--- config.mk ---
export PLATFORM = sky130hd
export DESIGN_NAME = z16_instr_fetch
export DESIGN_NICKNAME = d
export VERILOG_FILES = /design/src/rtl/z16_pkg.sv /design/src/rtl/z16_fetch_fifo.sv /design/src/rtl/z16_instr_fetch.sv
export SDC_FILE = /design/constraint.sdc
export NUM_CORES = 1
export LEC_CHECK = 0
export ABC_AREA = 1
export BUFFER_PORTS_ARGS = -buffer_cell sky130_fd_sc_hd__buf_4
export CELL_PAD_IN_SITES_DETAIL_PLACEMENT = 0
export CELL_PAD_IN_SITES_GLOBAL_PLACEMENT = 1
export CORE_MARGIN = 10
export CORE_UTILIZATION = 37
export DETAILED_ROUTE_END_ITERATION = 7
export PLACE_DENSITY_LB_ADDON = 0.1
export SYNTH_ARGS = -nofsm -noshare
export SYNTH_HDL_FRONTEND = slang
export SYNTH_SLANG_ARGS = --single-unit
export TNS_END_PERCENT = 100
--- constraint.sdc ---
create_clock -name i_clk -period 3.01 [get_ports i_clk]
set_input_delay 0.301 -clock i_clk [delete_from_list [all_inputs] [get_ports i_clk]]
set_output_delay 0.301 -clock i_clk [all_outputs]
set_load 0.01 [all_outputs]
--- src/rtl/z16_pkg.sv ---
// Shared types and constants for the Z16 instruction fetch path.
// Optional fetch statistics in z16_instr_fetch are enabled with Z16_FETCH_STATS_EN.
package z16_pkg;

    localparam int Z16_INSTR_W = 16;
    localparam int Z16_ADDR_W  = 16;

    localparam logic [Z16_ADDR_W-1:0] Z16_RESET_PC = 16'h0000;

    typedef enum logic [1:0] {
        S_IDLE    = 2'd0,
        S_WAIT    = 2'd1,
        S_DISCARD = 2'd2
    } fetch_state_e;

    // One prefetch entry: the word together with the address it came from.
    typedef struct packed {
        logic [Z16_ADDR_W-1:0]  pc;
        logic [Z16_INSTR_W-1:0] instr;
    } fetch_entry_t;

    function automatic logic [Z16_ADDR_W-1:0] next_pc(
        input logic [Z16_ADDR_W-1:0] pc,
        input logic [Z16_ADDR_W-1:0] step
    );
        return pc + step;
    endfunction

endpackage

--- src/rtl/z16_fetch_fifo.sv ---
// Small synchronous prefetch FIFO of {pc, instr} entries with push, pop and flush.
// Flush wins over push and pop; the head entry is read combinationally from registers.
module z16_fetch_fifo
    import z16_pkg::*;
#(
    parameter int DEPTH = 2,
    parameter int CNT_W = $clog2(DEPTH) + 1
) (
    input  logic             clk,
    input  logic             rst,
    input  logic             flush,
    input  logic             push,
    input  logic [31:0]      push_data,
    input  logic             pop,
    output logic [CNT_W-1:0] count,
    output logic [31:0]      head_data
);

    localparam int PTR_W = (DEPTH > 1) ? $clog2(DEPTH) : 1;
    localparam logic [CNT_W-1:0] DEPTH_C = CNT_W'(DEPTH);

    logic [31:0]      mem_q [DEPTH];
    logic [31:0]      mem_d [DEPTH];
    logic [PTR_W-1:0] rd_ptr_q, rd_ptr_d;
    logic [PTR_W-1:0] wr_ptr_q, wr_ptr_d;
    logic [CNT_W-1:0] count_q, count_d;
    logic             pop_eff;
    logic             push_eff;

    always_comb begin
        pop_eff  = pop & (count_q != '0);
        // A full FIFO still accepts a push when the same cycle pops.
        push_eff = push & ((count_q != DEPTH_C) | pop_eff);

        mem_d    = mem_q;
        rd_ptr_d = rd_ptr_q;
        wr_ptr_d = wr_ptr_q;
        count_d  = count_q;

        if (flush) begin
            rd_ptr_d = '0;
            wr_ptr_d = '0;
            count_d  = '0;
        end else begin
            if (push_eff) begin
                mem_d[wr_ptr_q] = push_data;
                wr_ptr_d        = wr_ptr_q + 1'b1;
            end
            if (pop_eff) begin
                rd_ptr_d = rd_ptr_q + 1'b1;
            end
            count_d = count_q + CNT_W'(push_eff) - CNT_W'(pop_eff);
        end
    end

    generate
        for (genvar gi = 0; gi < DEPTH; gi++) begin : g_entry
            always_ff @(posedge clk or posedge rst) begin
                if (rst) begin
                    mem_q[gi] <= '0;
                end else begin
                    mem_q[gi] <= mem_d[gi];
                end
            end
        end
    endgenerate

    always_ff @(posedge clk or posedge rst) begin
        if (rst) begin
            rd_ptr_q <= '0;
            wr_ptr_q <= '0;
            count_q  <= '0;
        end else begin
            rd_ptr_q <= rd_ptr_d;
            wr_ptr_q <= wr_ptr_d;
            count_q  <= count_d;
        end
    end

    assign count     = count_q;
    assign head_data = mem_q[rd_ptr_q];

endmodule

--- src/rtl/z16_instr_fetch.sv ---
// Z16 instruction fetch: PC, single-outstanding imem req/ack, prefetch FIFO, jump redirect.
// Define Z16_FETCH_STATS_EN to add the o_fetch_cnt / o_flush_cnt statistics outputs.
module z16_instr_fetch
    import z16_pkg::*;
#(
    parameter logic [15:0] RESET_PC   = Z16_RESET_PC,
    parameter int          PC_STEP    = 2,
    parameter int          FIFO_DEPTH = 2
) (
    input  logic                   i_clk,
    input  logic                   i_rst,
    output logic                   o_imem_req,
    output logic [Z16_ADDR_W-1:0]  o_imem_addr,
    input  logic                   i_imem_ack,
    input  logic [Z16_INSTR_W-1:0] i_imem_rdata,
    input  logic                   i_jump_en,
    input  logic [Z16_ADDR_W-1:0]  i_jump_addr,
    output logic [Z16_INSTR_W-1:0] o_instr,
    output logic [Z16_ADDR_W-1:0]  o_instr_pc,
    output logic                   o_instr_valid,
`ifdef Z16_FETCH_STATS_EN
    output logic [15:0]            o_fetch_cnt,
    output logic [15:0]            o_flush_cnt,
`endif
    input  logic                   i_instr_ready
);

    localparam int CNT_W = $clog2(FIFO_DEPTH) + 1;
    localparam logic [CNT_W:0]          DEPTH_C = (CNT_W + 1)'(FIFO_DEPTH);
    localparam logic [Z16_ADDR_W-1:0]   STEP_C  = Z16_ADDR_W'(PC_STEP);

    fetch_state_e            state_q, state_d;
    logic [Z16_ADDR_W-1:0]   pc_q, pc_d;
    logic                    req_q, req_d;
    logic [Z16_ADDR_W-1:0]   addr_q, addr_d;

    logic                    ack;
    logic                    pop;
    logic                    push;
    logic [CNT_W-1:0]        fifo_count;
    logic [CNT_W:0]          count_next;
    logic                    credit;
    logic [Z16_ADDR_W-1:0]   pc_after_ack;
    fetch_entry_t            push_entry;
    fetch_entry_t            head_entry;
    logic [31:0]             fifo_head;

    assign o_instr_valid = (fifo_count != '0);

    always_comb begin
        ack          = req_q & i_imem_ack;
        pop          = o_instr_valid & i_instr_ready & ~i_jump_en;
        // Only a live S_WAIT response is kept; jump-cycle and discard acks are dropped.
        push         = (state_q == S_WAIT) & ack & ~i_jump_en;
        pc_after_ack = next_pc(addr_q, STEP_C);

        push_entry.pc    = addr_q;
        push_entry.instr = i_imem_rdata;

        if (i_jump_en) begin
            count_next = '0;
        end else begin
            count_next = {1'b0, fifo_count} + (CNT_W + 1)'(push) - (CNT_W + 1)'(pop);
        end
        credit = (count_next < DEPTH_C);
    end

    always_comb begin
        state_d = state_q;
        pc_d    = pc_q;
        req_d   = req_q;
        addr_d  = addr_q;

        if (i_jump_en) begin
            pc_d = i_jump_addr;
            if (state_q == S_IDLE) begin
                state_d = S_WAIT;
                req_d   = 1'b1;
                addr_d  = i_jump_addr;
            end else if (ack) begin
                state_d = S_IDLE;
                req_d   = 1'b0;
            end else begin
                // The in-flight request must still complete with a stable address.
                state_d = S_DISCARD;
            end
        end else begin
            unique case (state_q)
                S_IDLE: begin
                    if (credit) begin
                        state_d = S_WAIT;
                        req_d   = 1'b1;
                        addr_d  = pc_q;
                    end
                end
                S_WAIT: begin
                    if (ack) begin
                        pc_d = pc_after_ack;
                        if (credit) begin
                            addr_d = pc_after_ack;
                        end else begin
                            state_d = S_IDLE;
                            req_d   = 1'b0;
                        end
                    end
                end
                S_DISCARD: begin
                    if (ack) begin
                        state_d = S_IDLE;
                        req_d   = 1'b0;
                    end
                end
                default: begin
                    state_d = S_IDLE;
                    req_d   = 1'b0;
                end
            endcase
        end
    end

    always_ff @(posedge i_clk or posedge i_rst) begin
        if (i_rst) begin
            state_q <= S_IDLE;
            pc_q    <= RESET_PC;
            req_q   <= 1'b0;
            addr_q  <= RESET_PC;
        end else begin
            state_q <= state_d;
            pc_q    <= pc_d;
            req_q   <= req_d;
            addr_q  <= addr_d;
        end
    end

    z16_fetch_fifo #(
        .DEPTH (FIFO_DEPTH),
        .CNT_W (CNT_W)
    ) u_fifo (
        .clk       (i_clk),
        .rst       (i_rst),
        .flush     (i_jump_en),
        .push      (push),
        .push_data (push_entry),
        .pop       (pop),
        .count     (fifo_count),
        .head_data (fifo_head)
    );

    assign head_entry  = fetch_entry_t'(fifo_head);
    assign o_instr     = head_entry.instr;
    assign o_instr_pc  = head_entry.pc;
    assign o_imem_req  = req_q;
    assign o_imem_addr = addr_q;

`ifdef Z16_FETCH_STATS_EN
    logic [15:0] fetch_cnt_q, fetch_cnt_d;
    logic [15:0] flush_cnt_q, flush_cnt_d;

    always_comb begin
        fetch_cnt_d = fetch_cnt_q + 16'(push);
        flush_cnt_d = flush_cnt_q + 16'(i_jump_en);
    end

    always_ff @(posedge i_clk or posedge i_rst) begin
        if (i_rst) begin
            fetch_cnt_q <= '0;
            flush_cnt_q <= '0;
        end else begin
            fetch_cnt_q <= fetch_cnt_d;
            flush_cnt_q <= flush_cnt_d;
        end
    end

    assign o_fetch_cnt = fetch_cnt_q;
    assign o_flush_cnt = flush_cnt_q;
`endif

endmodule

==> flow_summary_export.csv <==
group,metric,value,unit
clock_tree,post_cts_buffers,0,
synthesis,synth_area,0.00523,mm^2
clock_tree,cts_tree,"done",
clock_tree,clock_latency,0.35,ns
sta,timing.fmax,0.367,GHz
global_routing,gr-usage-met3,0.0312,
clock_tree,clk_path_buf_depth,2,
clock_tree,clk_pin_slew,0.07,ns
global_routing,grt_pass1_vias,4338,
clock_tree,cts_max_level,3,
synthesis,synth_cell_types,32,
detailed_routing,drtIter0Drc,317,
global_routing,antenna_found_initial,0,
finish,fin_util,0.453,
sta,worst_pin_slew,0.620,ns
finish,final_nets,788,
power_and_ir_drop,leakagePower,3.34,nW
synthesis,ys_ff_latch,103,
power_and_ir_drop,powerDensity,955,mW/mm^2
clock_tree,cts-root-buf,"clkbuf_16",
sta,setup-tns-final,0,ns
synthesis,netlist_instances,671,
sta,setup_viol,0,
sta,final.setup_skew,0.00682,ns
global_routing,grt-ovfl-total,0,
synthesis,syn_area_per_cell,7.79,um^2
finish,drive_gt1_frac,0.185,
global_routing,grt_max_degree,103,
floorplan,start_util,0.377,
setup_path,crit_start,"u_fifo.count[1]$_DFF_PP0_",
clock_tree,ctsHoldBuffers,1,
setup_path,critPathArrivalTime,3.01,ns
power_and_ir_drop,seqPwrFrac,0.393,
setup_path,crit_chain,"inv_1, nand2_1, nand2_1, nor2_1, ha_1, nor2_1, fa_1, inv_1, nand3_1, nand2_1, nand2_2, inv_1, o211ai_1, nand2_1",
synthesis,ys_seq_area_frac,0.493,
floorplan,core,0.0139,mm^2
setup_path,worst-path-max-fanout,15,
finish,mostFrequentLayoutCells,"nand2_1, dfrtp_1, buf_4",
setup_path,crit_type,"register to register",
sta,hold_viol,0,
setup_path,cp_common_cell,"nand2_1",
min_path,worstHoldPathType,"primary input to register",
power_and_ir_drop,power.internal,3.62,mW
floorplan,die_height,139,um
global_routing,busiest_layer,"met2",
finish,area_growth,20.3,%
floorplan,fp.dieW,139,um
global_routing,grt_pass1_wl,22.6,mm
floorplan,die_area,0.0193,mm^2
detailed_routing,antenna_left,0,
finish,layout_commonest_cell,"nand2_1",
job,drv_cap,0,
sta,layout_min_cycle_time,2.72,ns
setup_path,worst_setup_path_start_kind,"register",
sta,min_period_over_period,0.905,
sta,slew_violations,0,
global_routing,track_usage,0.142,
setup_path,crit_required,3.30,ns
clock_tree,cts_resized,0,
detailed_routing,wl_per_cell,14.6,um
global_routing,use_met2,0.213,
synthesis,yosysWarnings,0,
detailed_routing,dr.pass1.iters,4,
finish,fill_cells,1398,
setup_path,endpoint_kind,"register",
finish,antennaDiodeCount,0,
setup_path,reg2reg_from,"u_fifo.count[1]$_DFF_PP0_",
sta,relSlewSlack,0.586,
clock_tree,cts_sinks,103,
detailed_routing,drc,0,
floorplan,pin_count,87,
setup_path,max_stage_delay,0.43,ns
placed_design,gp_congestion,0.826,
synthesis,syn-num-nets,713,
power_and_ir_drop,p_comb_frac,0.417,
setup_path,cp_slowest_cell,"fa_1",
clock_tree,numCtsBuffers,9,
global_routing,use_met1,0.191,
detailed_routing,viasPerCell,4.73,
setup_path,crit_buf_inv,3,
placed_design,hpwl,9.44,mm
placed_design,dp.cells,914,
setup_path,cp_top_family,"simple AND/OR/NAND/NOR gates",
power_and_ir_drop,swShare,0.397,
min_path,min_from,"i_jump_addr[4]",
power_and_ir_drop,p_sw,2.38,mW
sta,grt_setup_unrepaired,"no",
detailed_routing,finalWirelength,13.6,mm
power_and_ir_drop,pwr-share-clk,0.190,
floorplan,rows,43,
finish,instances_no_fill,930,
power_and_ir_drop,ir_drop,327,uV
detailed_routing,via_count,4397,
run_status,status,"complete, no violations",
placed_design,numPortBuffers,86,
==> synth_stat cells, drive strengths merged <==
master,count,area [um^2]
o21ai,73,448
fa,1,20.0
o221ai,3,26.3
a22oi,2,15.0
nand3,22,110
o211ai,3,22.5
nand3b,2,15.0
clkbuf,15,58.8
clkinv,2,12.5
a31oi,2,12.5
buf,15,121
xor2,7,61.3
dfrtp,103,2580
ha,4,50.1
nand2,275,1060
a21oi,25,136
nor2,51,210
nand4,5,31.3
o31ai,1,7.51
xnor2,1,8.76
inv,59,221
==> worst reg2reg max path, stage by stage, from the launching register on <==
cell and delay (ns):
dfrtp_1 0.41, inv_1 0.15, nand2_1 0.11, nand2_1 0.13, nor2_1 0.06, ha_1 0.28
nor2_1 0.15, fa_1 0.44, inv_1 0.09, nand3_1 0.09, nand2_1 0.11, nand2_2 0.07
inv_1 0.35, o211ai_1 0.16, nand2_1 0.09
==> stage by stage <==
step           power [mW]  instance area, um^2  hold WS (ns)  worst slack (ns)
5_1_grt              6.52                 6290         0.197            0.0416
3_3_place_gp         4.88                 6000         0.165             0.384
6_report             6.00                 6290         0.194             0.287
2_1_floorplan        3.89                 5230         0.441           0.00516
3_5_place_dp         4.93                 6000         0.167             0.289
4_1_cts              6.10                 6290         0.180             0.297
==> final timing paths <==
kind                                                 to  slack, ns  cells past startpoint
hold / removal                      pc_q[4]$_DFFE_PP0P_       0.19                      3
setup / recovery             o_imem_addr[3]$_DFFE_PP0P_       0.29                     14
setup reg to reg             o_imem_addr[3]$_DFFE_PP0P_       0.29                     14
hold reg to reg            u_fifo.mem_q[42]$_DFFE_PP0P_       0.48                      2
max in group asynchronous   u_fifo.mem_q[3]$_DFFE_PP0P_       1.95                      4
min in group asynchronous  u_fifo.mem_q[16]$_DFFE_PP0P_       0.35                      3
==> layer usage <==
metal  share of wire  wire length (um)  vias up
li1                -                 -     2261
met4           0.017               229        0
met5               0                 0        -
met3           0.049               658       12
met2            0.44              5970      112
met1            0.49              6700     2012
==> cell type report <==
type                            instances  area (um^2)  share of cell area
Multi-Input combinational cell        477         2230               0.355
Clock inverter                          5         50.0             0.00796
Sequential cell                       103         2580               0.410
Clock buffer                           10          229              0.0364
Tap cell                              180          225              0.0358
Timing Repair Buffer                   94          733               0.117
Inverter                               61          236              0.0376
==> flip-flops by register name (all words and copies together), names as in the netlist <==
| signal | cells |
|---|---|
| state_q | 2 |
| u_fifo.wr_ptr_q | 1 |
| pc_q | 16 |
| u_fifo.rd_ptr_q | 1 |
| o_imem_req | 1 |
| o_imem_addr | 16 |
| u_fifo.count | 2 |
| u_fifo.mem_q | 64 |
==> power groups by stage <==
stage	logic [mW]	clock network [mW]	registers (mW)
after floorplan	1.57	0	2.32
after global routing	2.85	1.22	2.44
final	2.50	1.14	2.36
after detailed placement	2.55	0	2.38
after CTS	2.56	1.19	2.36
after global placement	2.51	0	2.37
==> cell families (layout without fill, tap and decap cells) <==
kind of cell	count (synthesis)	in the layout	synth area share
simple gates	355	355	0.273
compound gates	109	109	0.128
flops	103	103	0.493
xor+xnor	8	8	0.0134
fa+ha+maj	5	5	0.0134
buf+inv	91	170	0.0792
(Power assumes the default switching activity.)
